$ cat config.mk
export PLATFORM = sky130hd
export DESIGN_NAME = tetris_renderer
export DESIGN_NICKNAME = d
export VERILOG_FILES = /design/src/rtl/tetris_renderer.sv
export SDC_FILE = /design/constraint.sdc
export NUM_CORES = 1
export LEC_CHECK = 0
export BUFFER_PORTS_ARGS = -buffer_cell sky130_fd_sc_hd__buf_2
export CORE_MARGIN = 2
export CORE_UTILIZATION = 35
export DETAILED_ROUTE_END_ITERATION = 10
export GPL_ROUTABILITY_DRIVEN = 1
export PLACE_DENSITY_LB_ADDON = 0.08
export SLEW_MARGIN = 10
export SYNTH_ARGS = -nofsm -noshare
export SYNTH_HDL_FRONTEND = slang
export SYNTH_SLANG_ARGS = --single-unit
$ cat constraint.sdc
create_clock -name i_clk -period 6.7 [get_ports i_clk]
set_clock_uncertainty 0.1 [all_clocks]
set_input_delay 1.34 -clock i_clk [delete_from_list [all_inputs] [get_ports i_clk]]
set_output_delay 1.34 -clock i_clk [all_outputs]
set_load 0.02 [all_outputs]
$ cat src/rtl/tetris_renderer.sv
// Two-stage pixel pipeline: maps the beam onto board, preview and border regions,
// queries the engine, blinks cleared lines and emits delay-matched RGB332 with syncs.
module tetris_renderer #(
  parameter int NUM_X        = 10,
  parameter int NUM_Y        = 20,
  parameter int CELL_LOG2    = 4,
  parameter int BOARD_X0     = 240,
  parameter int BOARD_Y0     = 40,
  parameter int BORDER       = 10,
  parameter int FLASH_FRAMES = 8,
  parameter int GRID         = 0,
  parameter int POS_W        = 8
) (
  input  logic             i_clk,
  input  logic             i_reset_n,
  input  logic             i_pix_stb,
  input  logic [9:0]       i_x_in,
  input  logic [8:0]       i_y_in,
  input  logic             i_active_in,
  input  logic             i_hs_in,
  input  logic             i_vs_in,
  output logic [POS_W-1:0] o_query_pos,
  input  logic [2:0]       i_query_res,
  input  logic [NUM_Y-1:0] i_lines_cleared,
  input  logic [2:0]       i_next_piece,
  input  logic [15:0]      i_next_piece_matrix,
  input  logic             i_game_over,
  output logic [7:0]       o_rgb,
  output logic             o_hs,
  output logic             o_vs
);

  localparam int CELL  = 1 << CELL_LOG2;
  localparam int BX1   = BOARD_X0 + NUM_X * CELL;
  localparam int BY1   = BOARD_Y0 + NUM_Y * CELL;
  localparam int PX1   = BOARD_X0 - BORDER;
  localparam int PX0   = PX1 - 4 * CELL;
  localparam int PY0   = BOARD_Y0;
  localparam int PY1   = BOARD_Y0 + 4 * CELL;
  localparam int ROW_W = (NUM_Y > 1) ? $clog2(NUM_Y) : 1;
  localparam int CNT_W = (FLASH_FRAMES > 1) ? $clog2(FLASH_FRAMES) : 1;

  // Region tests are done on signed 32-bit copies of the beam, so nothing wraps left of an origin.
  function automatic logic inRect(input int x, input int y, input int x0, input int x1,
                                  input int y0, input int y1);
    return (x >= x0) && (x < x1) && (y >= y0) && (y < y1);
  endfunction

  function automatic logic [7:0] palette(input logic [2:0] id);
    case (id)
      3'd0:    return 8'h00;
      3'd1:    return 8'h18;
      3'd2:    return 8'h23;
      3'd3:    return 8'h27;
      3'd4:    return 8'hA8;
      3'd5:    return 8'h31;
      3'd6:    return 8'h78;
      default: return 8'h42;
    endcase
  endfunction

  int   w_x, w_y, w_dx, w_dy, w_col, w_rowTop, w_pCol, w_pRow;
  logic w_inBoard, w_boardRing, w_inPrev, w_prevRing, w_offX0, w_offY0, w_tick;
  logic [7:0] w_colour;

  logic             r_inBoard, r_boardRing, r_inPrev, r_prevRing;
  logic             r_offX0, r_offY0, r_active, r_hs1, r_vs1;
  logic [ROW_W-1:0] r_row;
  logic [3:0]       r_pIdx;
  logic [CNT_W-1:0] r_frameCnt;
  logic             r_blinkPhase;

  always_comb begin
    w_x         = {22'd0, i_x_in};
    w_y         = {23'd0, i_y_in};
    w_dx        = w_x - BOARD_X0;
    w_dy        = w_y - BOARD_Y0;
    w_col       = w_dx >>> CELL_LOG2;
    w_rowTop    = w_dy >>> CELL_LOG2;
    w_pCol      = (w_x - PX0) >>> CELL_LOG2;
    w_pRow      = (w_y - PY0) >>> CELL_LOG2;
    w_offX0     = (w_dx & (CELL - 1)) == 0;
    w_offY0     = (w_dy & (CELL - 1)) == 0;
    w_inBoard   = inRect(w_x, w_y, BOARD_X0, BX1, BOARD_Y0, BY1);
    w_boardRing = !w_inBoard && inRect(w_x, w_y, BOARD_X0 - BORDER, BX1 + BORDER,
                                       BOARD_Y0 - BORDER, BY1 + BORDER);
    w_inPrev    = inRect(w_x, w_y, PX0, PX1, PY0, PY1);
    w_prevRing  = !w_inPrev && inRect(w_x, w_y, PX0 - BORDER, PX1 + BORDER,
                                      PY0 - BORDER, PY1 + BORDER);
    w_tick      = i_pix_stb && (i_x_in == 10'd0) && (i_y_in == 9'd0);
  end

  always_ff @(posedge i_clk or negedge i_reset_n) begin
    if (!i_reset_n) begin
      r_inBoard   <= 1'b0;
      r_boardRing <= 1'b0;
      r_inPrev    <= 1'b0;
      r_prevRing  <= 1'b0;
      r_offX0     <= 1'b0;
      r_offY0     <= 1'b0;
      r_active    <= 1'b0;
      r_hs1       <= 1'b1;
      r_vs1       <= 1'b1;
      r_row       <= '0;
      r_pIdx      <= '0;
      o_query_pos <= '0;
    end else if (i_pix_stb) begin
      r_inBoard   <= w_inBoard;
      r_boardRing <= w_boardRing;
      r_inPrev    <= w_inPrev;
      r_prevRing  <= w_prevRing;
      r_offX0     <= w_offX0;
      r_offY0     <= w_offY0;
      r_active    <= i_active_in;
      r_hs1       <= i_hs_in;
      r_vs1       <= i_vs_in;
      r_row       <= w_inBoard ? ROW_W'(NUM_Y - 1 - w_rowTop) : '0;
      r_pIdx      <= w_inPrev ? 4'(w_pRow * 4 + w_pCol) : 4'd0;
      o_query_pos <= w_inBoard ? POS_W'((NUM_Y - 1 - w_rowTop) * NUM_X + w_col) : '0;
    end
  end

  // An empty clear mask resets the blink on any clock, so a fresh clear always starts unblinked.
  always_ff @(posedge i_clk or negedge i_reset_n) begin
    if (!i_reset_n) begin
      r_frameCnt   <= '0;
      r_blinkPhase <= 1'b0;
    end else if (i_lines_cleared == '0) begin
      r_frameCnt   <= '0;
      r_blinkPhase <= 1'b0;
    end else if (w_tick) begin
      if (r_frameCnt == CNT_W'(FLASH_FRAMES - 1)) begin
        r_frameCnt   <= '0;
        r_blinkPhase <= ~r_blinkPhase;
      end else begin
        r_frameCnt <= r_frameCnt + 1'b1;
      end
    end
  end

  always_comb begin
    w_colour = 8'h00;
    if (!r_active) begin
      w_colour = 8'h00;
    end else if (r_boardRing || r_prevRing) begin
      w_colour = i_game_over ? 8'hC0 : 8'h18;
    end else if (r_inPrev) begin
      if (i_next_piece_matrix[r_pIdx]) w_colour = palette(i_next_piece);
    end else if (r_inBoard) begin
      if (i_lines_cleared[r_row] && r_blinkPhase) w_colour = 8'hFF;
      else if ((GRID != 0) && (i_query_res != 3'd0) && (r_offX0 || r_offY0)) w_colour = 8'h00;
      else w_colour = palette(i_query_res);
    end
  end

  always_ff @(posedge i_clk or negedge i_reset_n) begin
    if (!i_reset_n) begin
      o_rgb <= 8'h00;
      o_hs  <= 1'b1;
      o_vs  <= 1'b1;
    end else if (i_pix_stb) begin
      o_rgb <= w_colour;
      o_hs  <= r_hs1;
      o_vs  <= r_vs1;
    end
  end

endmodule

==> results by group <==
Synthesis
  • Distinct cells, synth: 56
  • Commonest cells post-synth: nand2_1, dfrtp_1, ha_1, nor2_1, inv_1
  • Synth Flop Type: dfrtp_1
  • Fraction of registers with async set/reset: 1.00
  • EDFF count, synth: 0
  • Most frequent cell after synthesis: nand2_1
  • Post-Synthesis Cells: between 300 and 400
  • Syn. warnings: 0
  • Post-synth top area share: 0.262
  • Synth top area cells: dfrtp_1, ha_1, nand2_1
  • Synth Net Count: 450
  • Seq/Total Area, Yosys: 0.295
  • Syn Area/Cell: 9.16 um2
  • Post-synth top area cell: dfrtp_1
  • Post-Synthesis Cell Area: 3240 um2
  • Synth Register Bits: 38

GRT
  • Antenna violations before repair: 0
  • Global-route wire length before repair: 13.6 mm
  • Tot GR Track Use: 0.168
  • GRT Residual Overflow: 0
  • Vias in the first global route: 2,822
  • Largest net degree at the start of global routing: 39

STA
  • Slew Limit Fails: 0
  • Period minus WS final: 4.63 ns
  • Final hold slack: 0.383 ns
  • Worst-margin pin slew: 0.961 ns
  • Setup violations, final: 0
  • Period utilization: 0.690
  • RSZ-0062 raised after global routing: no
  • Maximum clock rate: between 200 and 250 MHz
  • Final hold violation count: 0
  • Final TNS setup: 0 ns
  • Slew HR: 0.354

Clock tree
  • Gates resized, CTS repair: 0
  • Worst-path clk slew: 0.09 ns
  • Hold_buf cts: 0
  • Clock Latency Late Sink: 0.30 ns
  • Root Driver: clkbuf_8
  • CTS tree: built
  • CTS HTree Levels: 2
  • CTS max path bufs: 2
  • # Post-CTS Setup Buffers: 0
  • TritonCTS Buffers: 5
  • # clock sinks: 38

Layout
  • Post-route insts no fill: 542
  • Layout cells sized above 1: 0.260
  • Final nets: around 530
  • Ant diodes: 0
  • Area Overhead vs Synth: 18.2%
  • Final Core Density: 0.421
  • FILL cells: 916

Die
  • Initial Util: 0.356
  • Die Span Y: 100 um
  • Row cnt: 35
  • DIE WIDTH: 100 um
  • Core area: 9110 um2
  • IO Pins: 86
  • Die area: 10,000 um2

Worst setup path
  • CP Capture Type: register
  • Critical path destination: o_query_pos[7]
  • Largest stage delay, worst path: 0.48 ns
  • Reg2Reg Setup Slack: 4.11 ns
  • WP buf/inv: 2
  • Top fanout value on the critical path: 5
  • CP startpoint: i_y_in[4]
  • Req. time, crit path: 6.83 ns
  • Worst path arrival time: 4.76 ns
  • Worst r2r path cells: 6
  • FF-to-FF Start: r_row[0]
  • Critical path, cell by cell: buf_2 -> o21ai_0 -> xor2_1 -> inv_1 -> ha_1 -> xor2_1 -> xnor2_1 -> ha_1 -> fa_1 -> ha_1 -> o21ai_0 -> o21bai_1 -> a21oi_1 -> xnor3_1 -> o2bb2ai_1
  • Crit. path cell count: 15
  • Startpoint types: primary input
  • Slowest-stage cell, CP: fa_1
  • Most frequent cell on the critical path: ha_1
  • Reg2Reg Capture Point: o_rgb[6]
  • Setup Crit Path Kind: primary input to register
  • Top delay family on crit path: adder cells

Flow run
  • Maxcap violations: 0

Placed design
  • Gpl congestion: approximately 0.82
  • Port bufs: 85
  • DP Wirelength: 6.34 mm
  • Dpl cells: 534

Power and ir drop
  • Power Dens Cells: 188 nW/um2
  • Leakage: 1.83 nW
  • Peak supply drop: 0.126 mV

Routing
  • Routed Antenna Nets: 0
  • First-pass detailed-route iteration total: 5
  • Drt total wl: 8.28 mm
  • Avg Vias per Cell: 5.30
  • DRT iter0 DRCs: 113
  • Vias: between 2,000 and 3,000
  • Routed WL per cell: 15.3 um
  • # DRC: 0

Outcome
  • Outcome: finished, final reports clean

Hold path
  • Hold Path Depth: 2
  • Worst hold path class: register to register
-- worst reg2reg max path: stages, from the launching register on --
cell	delay, ns
dfrtp_1	0.51
mux4_1	0.60
mux4_2	0.51
a31oi_4	0.27
nand2_2	0.10
o21ai_0	0.21
o221ai_1	0.14
-- metal layers --
metal	up-vias	wire length [um]	share of wire	GRT usage
met2	85	3830	0.46	0.275
met1	1341	4010	0.48	0.237
li1	1441	-	-	-
met3	5	385	0.046	0.0265
met4	0	55	0.0066	0.0348
met5	-	0	0	0
-- worst min path at each step --
stage	from	endpoint	slack, ns
3_5_place_dp	o_query_pos[0]	o_query_pos[0]	0.37
4_1_cts	o_query_pos[0]	o_query_pos[0]	0.39
5_1_grt	o_query_pos[1]	o_query_pos[1]	0.42
6_report	o_query_pos[0]	o_query_pos[0]	0.38
3_3_place_gp	o_query_pos[0]	o_query_pos[0]	0.36
2_1_floorplan	r_boardRing	r_boardRing	0.38
-- state kept, by name, indices dropped and copies added (netlist names) --
name	count
o_hs	1
r_prevRing	1
r_pIdx	4
r_inPrev	1
r_active	1
r_vs1	1
o_rgb	8
r_boardRing	1
o_vs	1
r_blinkPhase	1
r_row	5
r_hs1	1
o_query_pos	8
r_frameCnt	3
r_inBoard	1
-- power breakdown --
| group | total (W) | internal, W | switching (W) |
|---|---|---|---|
| Sequential | 0.000263 | 0.000251 | 0.0000125 |
| Combinational | 0.000286 | 0.000129 | 0.000156 |
| Clock | 0.000171 | 0.0000828 | 0.0000882 |
| Total | 0.000720 | 0.000463 | 0.000257 |
-- layout make-up --
class	count	area [um2]	area share
Tap cell	111	139	0.0363
Multi-Input combinational cell	277	2130	0.556
Clock buffer	6	82.6	0.0216
Sequential cell	38	956	0.250
Clock inverter	2	12.5	0.00327
Inverter	23	86.3	0.0225
Timing Repair Buffer	85	425	0.111
-- through the flow --
stage / setup WS (ns) / total power (W) / area (um2)
floorplan: 2.12 / 0.000471 / 3240
global placement: 1.84 / 0.000552 / 3740
detailed placement: 1.76 / 0.000555 / 3740
CTS: 2.05 / 0.000728 / 3830
global route: 1.71 / 0.000774 / 3830
finish: 2.07 / 0.000720 / 3830
-- cells by family after synthesis --
logic type,count (synthesis),synth area share
AND/OR/NAND/NOR,120,0.181
AO/OA/AOI/OAI,81,0.180
buffers and inverters,39,0.0482
flip-flops,38,0.295
adder cells (fa/ha/maj),28,0.113
multiplexers,27,0.122
XOR/XNOR,21,0.0610
-- cells in the final DEF (no fill, tap or decap), types with 6 or more instances in the layout --
| cell | n |
|---|---|
| nand2b_1 | 8 |
| o21ai_0 | 10 |
| clkbuf_8 | 6 |
| nor2b_1 | 6 |
| nor2_1 | 25 |
| inv_1 | 22 |
| a21oi_1 | 19 |
| nand3_1 | 8 |
| ha_1 | 26 |
| nand2_1 | 39 |
| dfrtp_1 | 34 |
| mux2i_1 | 13 |
| o2bb2ai_1 | 9 |
| xor2_1 | 9 |
| nor4_1 | 8 |
| xnor2_1 | 11 |
| buf_2 | 85 |
| nor3_1 | 8 |
| mux2_2 | 6 |
| o221ai_1 | 6 |
| a21o_1 | 6 |
Note: power is estimated with default switching activity, not from simulation.
